==> config.mk <==
export PLATFORM = sky130hd
export DESIGN_NAME = mem_access_unit_flat
export DESIGN_NICKNAME = d
export VERILOG_FILES = /design/src/rtl/mem_access_unit_pkg.sv /design/src/rtl/mem_access_unit_if.sv /design/src/rtl/mem_access_unit_align.sv /design/src/rtl/mem_access_unit.sv /design/src/flat_wrapper.sv
export SDC_FILE = /design/constraint.sdc
export NUM_CORES = 1
export LEC_CHECK = 0
export ABC_AREA = 1
export CAP_MARGIN = 20
export CORE_UTILIZATION = 55
export DETAILED_ROUTE_END_ITERATION = 16
export DONT_BUFFER_PORTS = 1
export GPL_ROUTABILITY_DRIVEN = 1
export PLACE_DENSITY = 0.78
export SKIP_LAST_GASP = 1
export SLEW_MARGIN = 0
export SYNTH_ARGS = -nofsm -noshare
export SYNTH_HDL_FRONTEND = slang
export SYNTH_SLANG_ARGS = --single-unit
export TNS_END_PERCENT = 5
==> constraint.sdc <==
create_clock -name clk -period 2.4 [get_ports clk]
set_input_delay 0.72 -clock clk [delete_from_list [all_inputs] [get_ports clk]]
set_output_delay 0.72 -clock clk [all_outputs]
set_load 0.01 [all_outputs]
==> src/rtl/mem_access_unit_pkg.sv <==
// mem_access_unit_pkg: size codes, FSM states and alignment helpers for the load/store unit
package mem_access_unit_pkg;
  localparam logic [1:0] SIZE_B = 2'd0;
  localparam logic [1:0] SIZE_H = 2'd1;
  localparam logic [1:0] SIZE_W = 2'd2;
  localparam logic [1:0] SIZE_D = 2'd3;
  typedef enum logic [2:0] {IDLE, ADDR, DATA, DONE, DRAIN} state_t;
  function automatic logic [7:0] size_mask(input logic [1:0] size);
    return size == SIZE_B ? 8'h01 : size == SIZE_H ? 8'h03 : size == SIZE_W ? 8'h0F : 8'hFF;
  endfunction
  function automatic logic misaligned(input logic [1:0] size, input logic [2:0] ofs);
    return size == SIZE_H ? ofs[0] : size == SIZE_W ? |ofs[1:0] : size == SIZE_D ? |ofs : 1'b0;
  endfunction
endpackage

==> src/rtl/mem_access_unit_if.sv <==
// mem_access_unit_if: request/address-ok/data-ok memory bus
interface mem_access_unit_if #(parameter int ADDR_WIDTH = 32, parameter int DATA_WIDTH = 32);
  logic req, we, addr_ok, data_ok;
  logic [2:0] size;
  logic [ADDR_WIDTH-1:0] addr;
  logic [DATA_WIDTH/8-1:0] wstrb;
  logic [DATA_WIDTH-1:0] wdata, rdata;
  modport master(output req, we, size, addr, wstrb, wdata, input addr_ok, data_ok, rdata);
  modport slave(input req, we, size, addr, wstrb, wdata, output addr_ok, data_ok, rdata);
endinterface

==> src/rtl/mem_access_unit_align.sv <==
// mem_access_unit_align: store lane steering and load extraction/extension
module mem_access_unit_align
  import mem_access_unit_pkg::*;
#(parameter int DATA_WIDTH = 32) (
  input  logic                            write,
  input  logic                            sign_ext,
  input  logic [1:0]                      size,
  input  logic [$clog2(DATA_WIDTH/8)-1:0] ofs,
  input  logic [DATA_WIDTH-1:0]           wdata,
  input  logic [DATA_WIDTH-1:0]           rdata,
  output logic [DATA_WIDTH/8-1:0]         wstrb,
  output logic [DATA_WIDTH-1:0]           wdata_sh,
  output logic [DATA_WIDTH-1:0]           rdata_ext
);
  localparam int LANES = DATA_WIDTH / 8;
  logic [DATA_WIDTH-1:0] sh, keep;
  logic msb;
  always_comb begin
    wstrb = write ? LANES'(size_mask(size)) << ofs : '0;
    wdata_sh = wdata << {ofs, 3'b000};
    sh = rdata >> {ofs, 3'b000};
    keep = size == SIZE_B ? DATA_WIDTH'(8'hFF) : size == SIZE_H ? DATA_WIDTH'(16'hFFFF) :
           size == SIZE_W ? DATA_WIDTH'(32'hFFFF_FFFF) : '1;
    msb = size == SIZE_B ? sh[7] : size == SIZE_H ? sh[15] : size == SIZE_W ? sh[31] : sh[DATA_WIDTH-1];
    rdata_ext = (sh & keep) | (sign_ext & msb ? ~keep : '0);
  end
endmodule

==> src/rtl/mem_access_unit.sv <==
// mem_access_unit: multi-cycle MEM-stage load/store unit with bus handshake, stall and flush drain
module mem_access_unit
  import mem_access_unit_pkg::*;
#(parameter int ADDR_WIDTH = 32, parameter int DATA_WIDTH = 32) (
  input  logic                  clk,
  input  logic                  rst,
  input  logic                  flush,
  input  logic                  req_valid_i,
  input  logic                  req_write_i,
  input  logic                  req_sign_ext_i,
  input  logic [1:0]            req_size_i,
  input  logic [ADDR_WIDTH-1:0] req_addr_i,
  input  logic [DATA_WIDTH-1:0] req_wdata_i,
  output logic                  stall_o,
  output logic                  done_o,
  output logic [DATA_WIDTH-1:0] rdata_o,
  output logic                  adel_o,
  output logic                  ades_o,
  output logic [ADDR_WIDTH-1:0] badvaddr_o,
  mem_access_unit_if.master     bus
);
  localparam int OFS_W = $clog2(DATA_WIDTH / 8);
  state_t state, next;
  logic [1:0] size_in, r_size;
  logic mis, accept, capture, r_write, r_sign;
  logic [ADDR_WIDTH-1:0] r_addr;
  logic [DATA_WIDTH-1:0] r_wdata, load_val;
  // a dword on a 32-bit bus is handled as a word
  assign size_in = (DATA_WIDTH == 32 && req_size_i == SIZE_D) ? SIZE_W : req_size_i;
  assign mis = misaligned(size_in, 3'(req_addr_i[OFS_W-1:0]));
  assign adel_o = req_valid_i & mis & !req_write_i;
  assign ades_o = req_valid_i & mis & req_write_i;
  assign badvaddr_o = adel_o | ades_o ? req_addr_i : '0;
  assign accept = req_valid_i & !flush & !mis;
  assign capture = !r_write & !flush & bus.data_ok & (state == DATA | (state == ADDR & bus.addr_ok));
  always_ff @(posedge clk) begin
    if (rst) state <= IDLE;
    else state <= next;
  end
  always_comb begin
    next = state;
    case (state)
      IDLE:  next = accept ? ADDR : IDLE;
      ADDR:  next = !bus.addr_ok ? (flush ? IDLE : ADDR) :
                    bus.data_ok ? (flush ? IDLE : DONE) : (flush ? DRAIN : DATA);
      DATA:  next = bus.data_ok ? (flush ? IDLE : DONE) : (flush ? DRAIN : DATA);
      DONE:  next = IDLE;
      DRAIN: next = bus.data_ok ? IDLE : DRAIN;
      default: next = IDLE;
    endcase
  end
  always_comb begin
    bus.req = state == ADDR;
    done_o = state == DONE;
    stall_o = !flush & ((state == IDLE & accept) | state == ADDR | state == DATA |
                        (state == DRAIN & req_valid_i));
  end
  always_ff @(posedge clk) begin
    if (rst) begin
      r_write <= 1'b0;
      r_sign <= 1'b0;
      r_size <= '0;
      r_addr <= '0;
      r_wdata <= '0;
      rdata_o <= '0;
    end else begin
      if (state == IDLE && accept) begin
        r_write <= req_write_i;
        r_sign <= req_sign_ext_i;
        r_size <= size_in;
        r_addr <= req_addr_i;
        r_wdata <= req_wdata_i;
      end
      if (capture) rdata_o <= load_val;
    end
  end
  assign bus.we = r_write;
  assign bus.size = {1'b0, r_size};
  assign bus.addr = r_addr;
  mem_access_unit_align #(.DATA_WIDTH(DATA_WIDTH)) u_align (
    .write(r_write),
    .sign_ext(r_sign),
    .size(r_size),
    .ofs(r_addr[OFS_W-1:0]),
    .wdata(r_wdata),
    .rdata(bus.rdata),
    .wstrb(bus.wstrb),
    .wdata_sh(bus.wdata),
    .rdata_ext(load_val)
  );
endmodule

==> src/flat_wrapper.sv <==
// flat-port wrapper written by rule: the top's interface ports become plain ports
module mem_access_unit_flat import mem_access_unit_pkg::*;
#(parameter int ADDR_WIDTH = 32, parameter int DATA_WIDTH = 32)
  (clk, rst, flush, req_valid_i, req_write_i, req_sign_ext_i, req_size_i, req_addr_i, req_wdata_i, stall_o, done_o, rdata_o, adel_o, ades_o, badvaddr_o, bus_req, bus_we, bus_size, bus_addr, bus_wstrb, bus_wdata, bus_addr_ok, bus_data_ok, bus_rdata);
  mem_access_unit_if #(.ADDR_WIDTH(ADDR_WIDTH), .DATA_WIDTH(DATA_WIDTH)) bus_i ();
  input  logic clk;
  input  logic rst;
  input  logic flush;
  input  logic req_valid_i;
  input  logic req_write_i;
  input  logic req_sign_ext_i;
  input  logic [1:0] req_size_i;
  input  logic [ADDR_WIDTH-1:0] req_addr_i;
  input  logic [DATA_WIDTH-1:0] req_wdata_i;
  output logic stall_o;
  output logic done_o;
  output logic [DATA_WIDTH-1:0] rdata_o;
  output logic adel_o;
  output logic ades_o;
  output logic [ADDR_WIDTH-1:0] badvaddr_o;
  output wire logic [$bits(bus_i.req)-1:0] bus_req;
  output wire logic [$bits(bus_i.we)-1:0] bus_we;
  output wire logic [$bits(bus_i.size)-1:0] bus_size;
  output wire logic [$bits(bus_i.addr)-1:0] bus_addr;
  output wire logic [$bits(bus_i.wstrb)-1:0] bus_wstrb;
  output wire logic [$bits(bus_i.wdata)-1:0] bus_wdata;
  input wire logic [$bits(bus_i.addr_ok)-1:0] bus_addr_ok;
  input wire logic [$bits(bus_i.data_ok)-1:0] bus_data_ok;
  input wire logic [$bits(bus_i.rdata)-1:0] bus_rdata;
  assign bus_req = bus_i.req;
  assign bus_we = bus_i.we;
  assign bus_size = bus_i.size;
  assign bus_addr = bus_i.addr;
  assign bus_wstrb = bus_i.wstrb;
  assign bus_wdata = bus_i.wdata;
  assign bus_i.addr_ok = bus_addr_ok;
  assign bus_i.data_ok = bus_data_ok;
  assign bus_i.rdata = bus_rdata;
  mem_access_unit #(.ADDR_WIDTH(ADDR_WIDTH), .DATA_WIDTH(DATA_WIDTH)) u_core (.clk(clk), .rst(rst), .flush(flush), .req_valid_i(req_valid_i), .req_write_i(req_write_i), .req_sign_ext_i(req_sign_ext_i), .req_size_i(req_size_i), .req_addr_i(req_addr_i), .req_wdata_i(req_wdata_i), .stall_o(stall_o), .done_o(done_o), .rdata_o(rdata_o), .adel_o(adel_o), .ades_o(ades_o), .badvaddr_o(badvaddr_o), .bus(bus_i));
endmodule
* Word level (Yosys, flattened, before mapping) *
Cells that the tools add are included.

storage, ports and cells
  register bits after elaboration = 103
  latch bits = 0
  bits in writable memories = 0
  bits in read-only memories = 0
  bits of input ports = 106
  output and inout bits = 141
  word-level logic and storage cells = 69
  memories kept = 0

operators by class
  add/subtract/negate cells = 0
  multipliers = 0
  divide/modulo/power cells = 0
  magnitude comparators = 0
  equality and inequality tests = 9
  shift-type cells = 3
  muxes and demuxes = 21
  bitwise gates (word level) = 21
  reductions and logical operators = 8

operator list
  cell                                                                    count
  32-bit two-way mux                                                      4
  32-bit bitwise AND                                                      1
  32-bit NOT                                                              1
  32-bit bitwise OR                                                       1
  32-bit by 5-bit << shifter with 32-bit output                           1
  32-bit by 5-bit >> shifter with 32-bit output                           1
  1-bit bitwise AND                                                       13
  3-bit two-way mux                                                       4
  4-bit two-way mux                                                       3
  3-bit one-hot mux with 4 select lines                                   1
  1-bit two-way mux                                                       7
  2-bit equality test (second input constant)                             3
  3-bit by 2-bit equality test with 1-bit output (second input constant)  2
  1-bit bitwise OR                                                        5
  2-bit by 1-bit equality test with 1-bit output (second input constant)  2
  1-bit logical NOT                                                       4
  2-bit two-way mux                                                       2
  4-bit by 2-bit << shifter with 4-bit output                             1
  3-bit by 1-bit equality test with 1-bit output (second input constant)  1
  3-bit equality test (second input constant)                             1
  3-bit logical NOT                                                       1
  2-bit logical NOT                                                       1
  2-bit OR reduction                                                      1
  1-bit logical AND                                                       1

* Longest topological paths before layout *
Gate-level depths: netlist of run 1.

  depth in word-level cells = 13
  mapped depth = 9
  gate-level depth less buffers = 7

* Hierarchy *
A second synthesis of run 1 with hierarchy kept.

unflattened totals
  cells, all modules = 977
  area total of the unflattened synthesis = 5,919.4 um^2

by module, submodules not included
  module                 times used  cells each  area an instance (um^2)  seq. area each (um^2)
  mem_access_unit        1           698         4,650.7                  2,062.0
  mem_access_unit_align  1           279         1,268.7                  0.0

* Least setup slack after synthesis of run 1 *
OpenSTA, ideal clock, no wires.

  kind = input -> output
  start point = in req_size_i[1]
  end point = out adel_o
  arrival time = 1.673 ns
  required time = 1.680 ns
  setup slack = 0.007 ns
  stages on the path = 7
  path buffers = 2
  cell sequence = inv_1 nand2_1 o21ai_0 or2_2 buf_2 buf_2 nor2_1

between the ends
  longest elaborated chain between the ends = 8
  elaborated cells between the ends (all ways) = 10
  classes of those cells = eq/ne (4); mux (4); bitwise (2)

RTL lines
  item                              line                       RTL
  from (decl)                       flat_wrapper.sv:12         input logic [1:0] req_size_i;
  2-bit equality test               mem_access_unit.sv:29      assign size_in = (DATA_WIDTH == 32 && req_size_i == SIZE_D) ? SIZE_W : req_size_i;
  2-bit two-way mux *               mem_access_unit.sv:29
  2-bit equality test               mem_access_unit_pkg.sv:12  return size == SIZE_H ? ofs[0] : size == SIZE_W ? |ofs[1:0] : size == SIZE_D ? |ofs : 1'b0;
  1-bit two-way mux (2 in a row)    mem_access_unit_pkg.sv:12
  1-bit two-way mux *               mem_access_unit_pkg.sv:12
  1-bit bitwise AND * (2 in a row)  mem_access_unit.sv:31      assign adel_o = req_valid_i & mis & !req_write_i;
  to (decl)                         flat_wrapper.sv:18         output logic adel_o;

Mark *: on every way between the ends. The rest lies on a longest branch, timed or not.

* Worst setup path after layout of run 1 *
  start point = in req_addr_i[0]
  end point = out badvaddr_o[27]

between the ends
  longest elaborated chain between the ends = 8
  elaborated cells between the ends (all ways) = 9
  classes of those cells = mux (4); bitwise (4); reduce/logical (1)

RTL lines
  item                                  line                                          RTL
  from (decl)                           flat_wrapper.sv:13                            input logic [ADDR_WIDTH-1:0] req_addr_i;
  2-bit OR reduction                    mem_access_unit_pkg.sv:12
  1-bit two-way mux (2 in a row)        mem_access_unit_pkg.sv:12
  1-bit two-way mux *                   mem_access_unit_pkg.sv:12
  1-bit bitwise AND *                   mem_access_unit.sv:31, mem_access_unit.sv:32
  1-bit bitwise AND (on tied branches)  mem_access_unit.sv:31, mem_access_unit.sv:32
  1-bit bitwise OR *                    mem_access_unit.sv:33                         assign badvaddr_o = adel_o | ades_o ? req_addr_i : '0;
  32-bit two-way mux *                  mem_access_unit.sv:33
  to (decl)                             flat_wrapper.sv:20                            output logic [ADDR_WIDTH-1:0] badvaddr_o;

Marked as above.

==> results of run 1 <==
## flip-flops by register name (all words and copies together), names as in the netlist
name and cells:
u_core.r_sign 1, u_core.rdata_o 32, u_core.r_wdata 32, u_core.bus.we 1, u_core.state 3, u_core.bus.addr 32
u_core.r_size 2
## placed cells by master, fill, tap and decap left out, types with 3 or more instances in the layout
cell,Yosys,final
clkbuf_8,0,9
inv_1,86,84
dfxtp_1,103,101
buf_4,2,15
inv_2,7,8
nor3_1,16,16
buf_12,0,4
o21ai_0,118,118
a21oi_1,75,75
clkinv_4,0,3
nor2_1,222,222
or2_2,4,3
nand2_1,98,98
nand3_1,13,13
o31ai_1,7,7
## per-layer routing
metal | vias up | track usage, % | routed length [microns]
li1 | 2554 | - | -
met1 | 2311 | 37.2 | 6060
met2 | 280 | 48.8 | 7090
met3 | 36 | 7.10 | 1540
met4 | 0 | 12.6 | 397
met5 | - | 0 | 0
## repair_timing
item	CTS	global route
resized for setup	1	3
endpoints found under the setup margin	34	21
gates cloned	0	0
## worst max-delay path, stage by stage
cell	delay [ns]
o21ai_0	0.31
or2_4	0.41
nor2_1	0.14
## where the power goes
group          switching [W]  internal, W
registers          0.0000703      0.00179
logic               0.000352     0.000165
clock network       0.000628     0.000497
## per-stage QoR
| stage | hold slack (ns) | instances | utilization [%] | TNS, ns |
|---|---|---|---|---|
| final | 0.408 | 933 | 60.0 | 0 |
| after global routing | 0.390 | 933 | 60.0 | -0.308 |
| after CTS | 0.391 | 933 | 59.9 | 0 |
| after detailed placement | 0.476 | 918 | 57.7 | -2.41 |
| after global placement | 0.465 | 918 | 57.7 | -1.78 |
| after floorplan | 0.454 | 827 | - | 0 |
## how the worst max path moves through the flow
| stage | slack (ns) | start | cells after the start | to |
|---|---|---|---|---|
| 6_report | 0.08 | req_addr_i[0] | 3 | badvaddr_o[27] |
| 3_5_place_dp | -0.08 | req_size_i[1] | 5 | badvaddr_o[29] |
| 3_3_place_gp | -0.06 | req_size_i[0] | 5 | badvaddr_o[31] |
| 2_1_floorplan | 0.007 | req_size_i[1] | 7 | adel_o |
| 4_1_cts | 0.02 | u_core.bus.addr[0]$_SDFFE_PP0P_ | 4 | bus_wstrb[2] |
| 5_1_grt | -0.05 | u_core.bus.addr[0]$_SDFFE_PP0P_ | 5 | bus_wdata[28] |
## cells by family after synthesis
kind of cell           Yosys count  synth area share [%]
AO/OA/AOI/OAI                  208                  20.4
buffers and inverters          152                  12.5
flip-flops                     103                  39.2
multiplexers                     2                 0.380
other                            1                0.0712
AND/OR/NAND/NOR                361                  27.5
## area by class of cell
cell class	count	area share, %
clock buffers	9	2.23
clock inverters	6	1.42
inverters	93	6.36
multi-input cells	572	46.0
flip-flops and latches	103	37.2
well taps	129	2.91
repair buffers	21	3.88
==> results_dict.tcl, run 1 <==
set metrics [dict create \
    clockBufferDepth 2 \
    synth_edf_count 0 \
    vias 5181 \
    r2r_slack_ns 0.37 \
    async_flop_share_pct 0 \
    cts_sinks 103 \
    ant_nets 0 \
    cts_setup_buffers 0 \
    status "completed" \
    cts.clk_slew.worst_paths_ns 0.11 \
    worst_pin_slew_ns 0.577 \
    cts_made_buffers 9 \
    portBuffers 0 \
    synth_common_cells "nor2_1 (222), o21ai_0 (118), dfxtp_1 (103)" \
    routed_via_density 5.55 \
    ys_seq_area_share_pct 39.2 \
    insertion_delay_ns 0.37 \
    fin_crit_ns 2.32 \
    synthFlopType "dfxtp_1" \
    fp.coreArea_sq_um 9240 \
    nNetsFinal 906 \
    n_antenna_cell 0 \
    multi_input_area_sq_um 2550 \
    grt_max_degree 71 \
    worstHoldEndpoint "u_core.r_size[0]$_SDFFE_PP0P_" \
    total_power_w 0.00350 \
    clock-root-buffer "clkbuf_8" \
    rsz0062_at_grt "true" \
    min_from "rst" \
    start_util_pct 57.0 \
    yosysWarnings 0 \
    pre_cts_slack_ns -0.0848 \
    leakagePower_nw 2.45 \
    critical_path_class "in2out" \
    grt_usage_pct 29.7 \
    initialDrtViolationCount 267 \
    yosys.area.top_type "dfxtp_1" \
    start_kind "input pin" \
    synth.distinct_cells 29 \
    sequential_cell_area_sq_um 2060 \
    antenna_found_initial 0 \
    synthTopCellsByArea "dfxtp_1 (39%), nor2_1 (16%), o21ai_0 (11%)" \
    syn_area_per_cell_sq_um 6.37 \
    nFillCells 875 \
    wire_per_inst_microns 16.2 \
    cts_tree "done" \
    ys_seq_elements 103 \
    grt_overflow 0 \
    syn_to_final_growth_pct 5.32 \
    setup_viol 0 \
    cp-end-kind "output pin" \
    die_area_sq_um 9970 \
    drc 0 \
    htreeDepth 3 \
    min_path_type "in2reg" \
    maxSlewHeadroom_pct 61.2 \
    synth_top_area_share_pct 39.2 \
    hold_path_depth 1 \
    finClkSkew_ns 0.0181 \
    worstPathMaxFanout 34 \
    clock.fmax_mhz 431 \
    stdcell_area_sq_um 5550 \
    r2r-end "u_core.rdata_o[19]$_SDFFE_PP0P_" \
    io_pins 247 \
    r2r-start "u_core.bus.addr[0]$_SDFFE_PP0P_" \
    drive_gt1_share_pct 7.21 \
    dp_hpwl_microns 10800 \
    die_y_microns 99.9 \
    drt_wl_total_microns 15100 \
    synth.cell_area_sq_um 5270 \
    rows 35 \
    first_global_vias 4647 \
    hold_viol 0 \
    netlist_instances 827 \
    r2r_cells 8 \
    p_per_area_nw_per_um2 631 \
    postPlaceCellArea_sq_um 5330 \
    fin_crit_sh_pct 96.6 \
    die_x_microns 99.9 \
    required_ns 1.68 \
    firstDrtPassIters 5 \
    worst_ir_drop_vdd_mv 0.321 \
    synth_most_common_cell "nor2_1" \
    slew_viol_final 0 \
    layout_setup_ws_ns 0.0813 \
    grt_pass1_wl_microns 23400 \
    max-cap-violations 0 \
    critical_path_arrival_ns 1.60 \
    gp_congestion 0.899 \
    cts_hold_buf 0 \
    synth_fp_nets 933 \
]
No activity file was read; power rests on OpenSTA's default activity.
==> inputs of run 2 (changes only) <==
Settings changed: CTS_CLUSTER_DIAMETER from default to 120, GPL_TIMING_DRIVEN from default to 0, PLACE_DENSITY 0.78 to 0.69.
==> run 2 against run 1 <==
  * First-iteration DRC count decreased by 14%
  * Critical path depth increased by 3
  * Hold slack better by 0.075 ns
  * Largest cell class unchanged
  * Register-to-register slack better by 0.33 ns
  * Combinational power up 19%
  * The run now ends with setup timing left
  * Clock skew down 0.0066 ns
  * Die area stayed put
==> results_dict.tcl, run 2 (synthesis results as in run 1) <==
set metrics [dict create \
    dp_hpwl_microns 12700 \
    worstPathMaxFanout 10 \
    layout_setup_ws_ns -0.0391 \
    slew_viol_final 0 \
    grt_usage_pct 33.1 \
    htreeDepth 3 \
    grt_pass1_wl_microns 25400 \
    drive_gt1_share_pct 16.0 \
    critPathSlowestCell "or2_2" \
    routed_via_density 5.60 \
    min_path_type "in2reg" \
    rsz0062_at_grt "true" \
    initialDrtViolationCount 230 \
    cts_made_buffers 9 \
    gp_congestion 0.923 \
    syn_to_final_growth_pct 15.3 \
    finClkSkew_ns 0.0116 \
    violations "setup timing" \
    firstDrtPassIters 5 \
    status "finished, violations left" \
    cp_common_cell "nand2_1" \
    path_buf_inv 1 \
    cts_sinks 103 \
    multi_input_area_sq_um 2870 \
    cts_hold_buf 0 \
    drc 0 \
    cts_tree "done" \
    fin_crit_ns 2.44 \
    nNetsFinal 944 \
    nFillCells 858 \
    pre_cts_slack_ns -0.163 \
    die_x_microns 99.9 \
    ant_nets 0 \
    final_common_cell "nor2_1" \
    grt_overflow 0 \
    hold_viol 0 \
    fp.coreArea_sq_um 9240 \
    portBuffers 0 \
    fin_crit_sh_pct 102 \
    layout_common_cells "nor2_1 (192), o21ai_0 (110), dfxtp_1 (99)" \
    grt_max_degree 20 \
    antenna_found_initial 0 \
    first_global_vias 5059 \
    cp-end-kind "output pin" \
    setup_viol 30 \
    start_util_pct 57.0 \
    clock-root-buffer "clkbuf_8" \
    crit_family "simple AND/OR/NAND/NOR gates" \
    sequential_cell_area_sq_um 2070 \
    crit_chain "nand2_1 -> nand2_1 -> o21ai_0 -> or2_2 -> buf_8 -> nor2_2" \
    wire_per_inst_microns 17.3 \
    start_kind "input pin" \
    clock.fmax_mhz 410 \
    worst_ir_drop_vdd_mv 0.334 \
    die_y_microns 99.9 \
    drt_wl_total_microns 16800 \
    clockBufferDepth 2 \
    leakagePower_nw 2.60 \
    rows 35 \
    p_per_area_nw_per_um2 595 \
    max-cap-violations 0 \
    required_ns 1.68 \
    critical_path_arrival_ns 1.72 \
    die_area_sq_um 9970 \
    io_pins 247 \
    insertion_delay_ns 0.38 \
    critical_path_class "in2out" \
    cts.clk_slew.worst_paths_ns 0.09 \
    vias 5448 \
    tns_ns -0.490 \
    crit_path_max_incr_delay_ns 0.42 \
]
==> run 2: metal layers <==
layer / wire [microns] / vias to the layer above / GRT usage, % / share of wire (%)
li1: - / 2631 / - / -
met1: 6530 / 2486 / 40.4 / 39
met2: 8020 / 292 / 55.3 / 48
met3: 1790 / 39 / 8.77 / 11
met4: 502 / 0 / 13.7 / 3.0
met5: 0 / - / 0 / 0
==> run 2: worst register-to-register path: cells and delay by family (launching register included) <==
kind	cells	cell delay, ns
buf+inv	3	0.43
simple gates	4	0.50
flops	1	0.35
compound gates	1	0.29
==> run 2: repair_timing <==
item | in CTS | in global routing
gates resized for setup | 116 | 21
buffers inserted | 0 | 3
endpoints found under the setup margin | 67 | 66
pin swaps | 2 | 2
gates cloned | 0 | 0
==> run 2: worst paths after layout <==
path                                       start                              end  slack [ns]  cells after the start
hold / removal                     req_addr_i[1]  u_core.bus.addr[1]$_SDFFE_PP0P_        0.48                      2
hold reg to reg   u_core.r_wdata[5]$_SDFFE_PP0P_   u_core.r_wdata[5]$_SDFFE_PP0P_        0.49                      2
setup / recovery                   req_size_i[0]                   badvaddr_o[14]       -0.04                      6
setup reg to reg      u_core.state[1]$_SDFF_PP0_   u_core.r_wdata[5]$_SDFFE_PP0P_        0.70                      8
==> run 2: report_power, final <==
part / total (W) / internal (W) / switching (W)
sequential: 0.00187 / 0.00179 / 0.0000798
clock: 0.00113 / 0.000486 / 0.000644
combinational: 0.000614 / 0.000198 / 0.000415
total: 0.00361 / 0.00247 / 0.00114
==> run 2: final cells by class <==
type / instances / area share, %
Sequential cell: 103 / 34.1
Clock buffer: 9 / 2.04
Multi-Input combinational cell: 572 / 47.3
Clock inverter: 6 / 1.15
Antenna cell: 1 / 0.0412
Buffer: 56 / 6.51
Tap cell: 129 / 2.66
Inverter: 93 / 5.79
Timing Repair Buffer: 3 / 0.371
==> run 2: per-stage QoR <==
step | std cells | cell area (sq um) | util [%] | hold slack [ns] | power (W)
detailed placement | 956 | 5430 | 58.7 | 0.474 | 0.00242
CTS | 968 | 6010 | 65.0 | 0.476 | 0.00359
floorplan | 827 | 5270 | - | 0.454 | 0.00229
global route | 971 | 6070 | 65.7 | 0.487 | 0.00376
finish | 972 | 6070 | 65.7 | 0.483 | 0.00361
global placement | 956 | 5430 | 58.7 | 0.468 | 0.00241
==> inputs of run 3 (changes only) <==
Settings changed: MAX_ROUTING_LAYER from default to met4, SETUP_SLACK_MARGIN from default to 0.5.
==> run 3 against run 2 <==
  * The flow now finishes without violations
  * Register-to-register slack worse by 0.06 ns
  * Maximum frequency is 3.5% higher
  * Critical path depth is 1 higher
  * Non-clock buffer count is 9 higher
  * Die area stayed put
  * Combinational power is 17% higher
  * Critical path type is now reg2out
  * Largest cell class unchanged
  * Highest routed layer unchanged
==> results_dict.tcl, run 3 (synthesis results as in run 1) <==
set metrics [dict create \
    rows 35 \
    critPathSlowestCell "dfxtp_4" \
    grt_pass1_wl_microns 26900 \
    r2r-end "u_core.r_wdata[11]$_SDFFE_PP0P_" \
    io_pins 247 \
    nFillCells 751 \
    grt_usage_pct 35.9 \
    cts_sinks 103 \
    routed_via_density 5.66 \
    gp_congestion 0.930 \
    layout_common_cells "nor2_1 (187), dfxtp_1 (99), nand2_1 (96), o21ai_0 (96), inv_1 (84)" \
    cts_tree "done" \
    startpoint "u_core.bus.addr[0]$_SDFFE_PP0P_" \
    insertion_delay_ns 0.38 \
    slew_viol_final 0 \
    status "completed" \
    grt_overflow 0 \
    fin_crit_ns 2.36 \
    p_per_area_nw_per_um2 563 \
    finClkSkew_ns 0.0131 \
    syn_to_final_growth_pct 26.2 \
    worst_ir_drop_vdd_mv 0.496 \
    cts_made_buffers 9 \
    max-cap-violations 0 \
    htreeDepth 3 \
    die_y_microns 99.9 \
    r2r_slack_ns 0.64 \
    worstPathMaxFanout 7 \
    drt_wl_total_microns 17400 \
    worstSetupPathDepth 7 \
    leakagePower_nw 2.74 \
    crit_family "buffers and inverters" \
    portBuffers 0 \
    drive_gt1_share_pct 21.7 \
    required_ns 1.68 \
    start_util_pct 57.0 \
    crit_path_max_incr_delay_ns 0.39 \
    fin_util_pct 71.9 \
    antenna_found_initial 1 \
    start_kind "flip-flop" \
    ant_nets 0 \
    final_common_cell "nor2_1" \
    hold_viol 0 \
    vias 5559 \
    initialDrtViolationCount 425 \
    crit_end "bus_wdata[16]" \
    setup_viol 0 \
    r2r_cells 8 \
    die_area_sq_um 9970 \
    clockBufferDepth 2 \
    nNetsFinal 953 \
    first_global_vias 5302 \
    min_from "req_addr_i[0]" \
    path_buf_inv 4 \
    firstDrtPassIters 5 \
    critical_path_class "reg2out" \
    crit_chain "buf_8 -> inv_6 -> buf_8 -> clkbuf_8 -> a21oi_1 -> o21ai_2 -> o31ai_4" \
    cts.clk_slew.worst_paths_ns 0.11 \
    fin_crit_sh_pct 98.2 \
    die_x_microns 99.9 \
    cp-end-kind "output pin" \
    dpl.cell_count 956 \
    drc 0 \
    grt_max_degree 21 \
    fin_cells 982 \
    rsz0062_at_grt "true" \
    clock.fmax_mhz 424 \
    critical_path_arrival_ns 1.64 \
    total_power_w 0.00374 \
    hold_path_depth 2 \
    r2r-start "u_core.state[0]$_SDFF_PP0_" \
    dp_hpwl_microns 12900 \
    clock-root-buffer "clkbuf_8" \
    fp.coreArea_sq_um 9240 \
    cp_common_cell "buf_8" \
    wire_per_inst_microns 17.8 \
    min_path_type "in2reg" \
]
run 3: cell types whose count changed in the layout (fill, tap and decap cells not counted), moves of 7 or more:
cell / previous run / this run
o21ai_0: 110 / 96
nor2_2: 9 / 2
nor3_4: 0 / 7
nor3_2: 7 / 0
nor2_4: 22 / 34
a21oi_2: 8 / 18
a21oi_1: 67 / 57
o21ai_2: 1 / 16
run 3: power by group:
group / internal (W) / leakage (nW) / total [W] / switching (W)
clock network: 0.000445 / 0.106 / 0.00115 / 0.000702
logic: 0.000257 / 1.79 / 0.000720 / 0.000463
registers: 0.00179 / 0.841 / 0.00187 / 0.0000890
total: 0.00249 / 2.74 / 0.00374 / 0.00125
run 3: layer usage:
layer  routed length [microns]  track usage [%]  vias to the layer above
li1                          -                -                     2670
met1                      6640             41.7                     2524
met2                      8410             58.9                      318
met3                      1790             9.05                       47
met4                       597             15.7                        0
met5                         0                -                        -
run 3: worst min path at each step:
| stage | endpoint | slack, ns |
|---|---|---|
| final | u_core.bus.addr[0]$_SDFFE_PP0P_ | 0.47 |
| after global routing | u_core.bus.addr[1]$_SDFFE_PP0P_ | 0.47 |
| after CTS | u_core.bus.addr[0]$_SDFFE_PP0P_ | 0.46 |
| after detailed placement | u_core.r_wdata[3]$_SDFFE_PP0P_ | 0.47 |
| after global placement | u_core.r_wdata[0]$_SDFFE_PP0P_ | 0.47 |
| after floorplan | u_core.r_wdata[0]$_SDFFE_PP0P_ | 0.45 |
run 3: repair_timing:
item | 4_1_cts | 5_1_grt
hold buffers | 0 | 0
pin swaps | 20 | 6
gates resized for setup | 149 | 24
setup buffers | 5 | 2
cloned | 2 | 0
setup endpoints to repair | 71 | 72
run 3: area by class of cell:
| class | instances | area [sq um] | area share [%] |
|---|---|---|---|
| diodes | 1 | 2.50 | 0.0377 |
| plain buffers | 59 | 554 | 8.34 |
| clock buffers | 10 | 138 | 2.07 |
| clock inverters | 6 | 67.6 | 1.02 |
| inverters | 93 | 354 | 5.33 |
| multi-input cells | 572 | 3200 | 48.2 |
| flip-flops and latches | 103 | 2070 | 31.2 |
| well taps | 129 | 161 | 2.43 |
| repair buffers | 9 | 93.8 | 1.41 |
run 3: per-stage QoR:
| stage | hold slack, ns | cell area, sq um | worst slack [ns] | setup TNS (ns) |
|---|---|---|---|---|
| 2_1_floorplan | 0.454 | 5560 | 0.189 | 0 |
| 4_1_cts | 0.456 | 6540 | 0.0784 | 0 |
| 3_5_place_dp | 0.472 | 5720 | -0.0975 | -0.301 |
| 6_report | 0.473 | 6640 | 0.0431 | 0 |
| 3_3_place_gp | 0.470 | 5720 | -0.111 | -0.326 |
| 5_1_grt | 0.465 | 6640 | -0.0174 | -0.0174 |
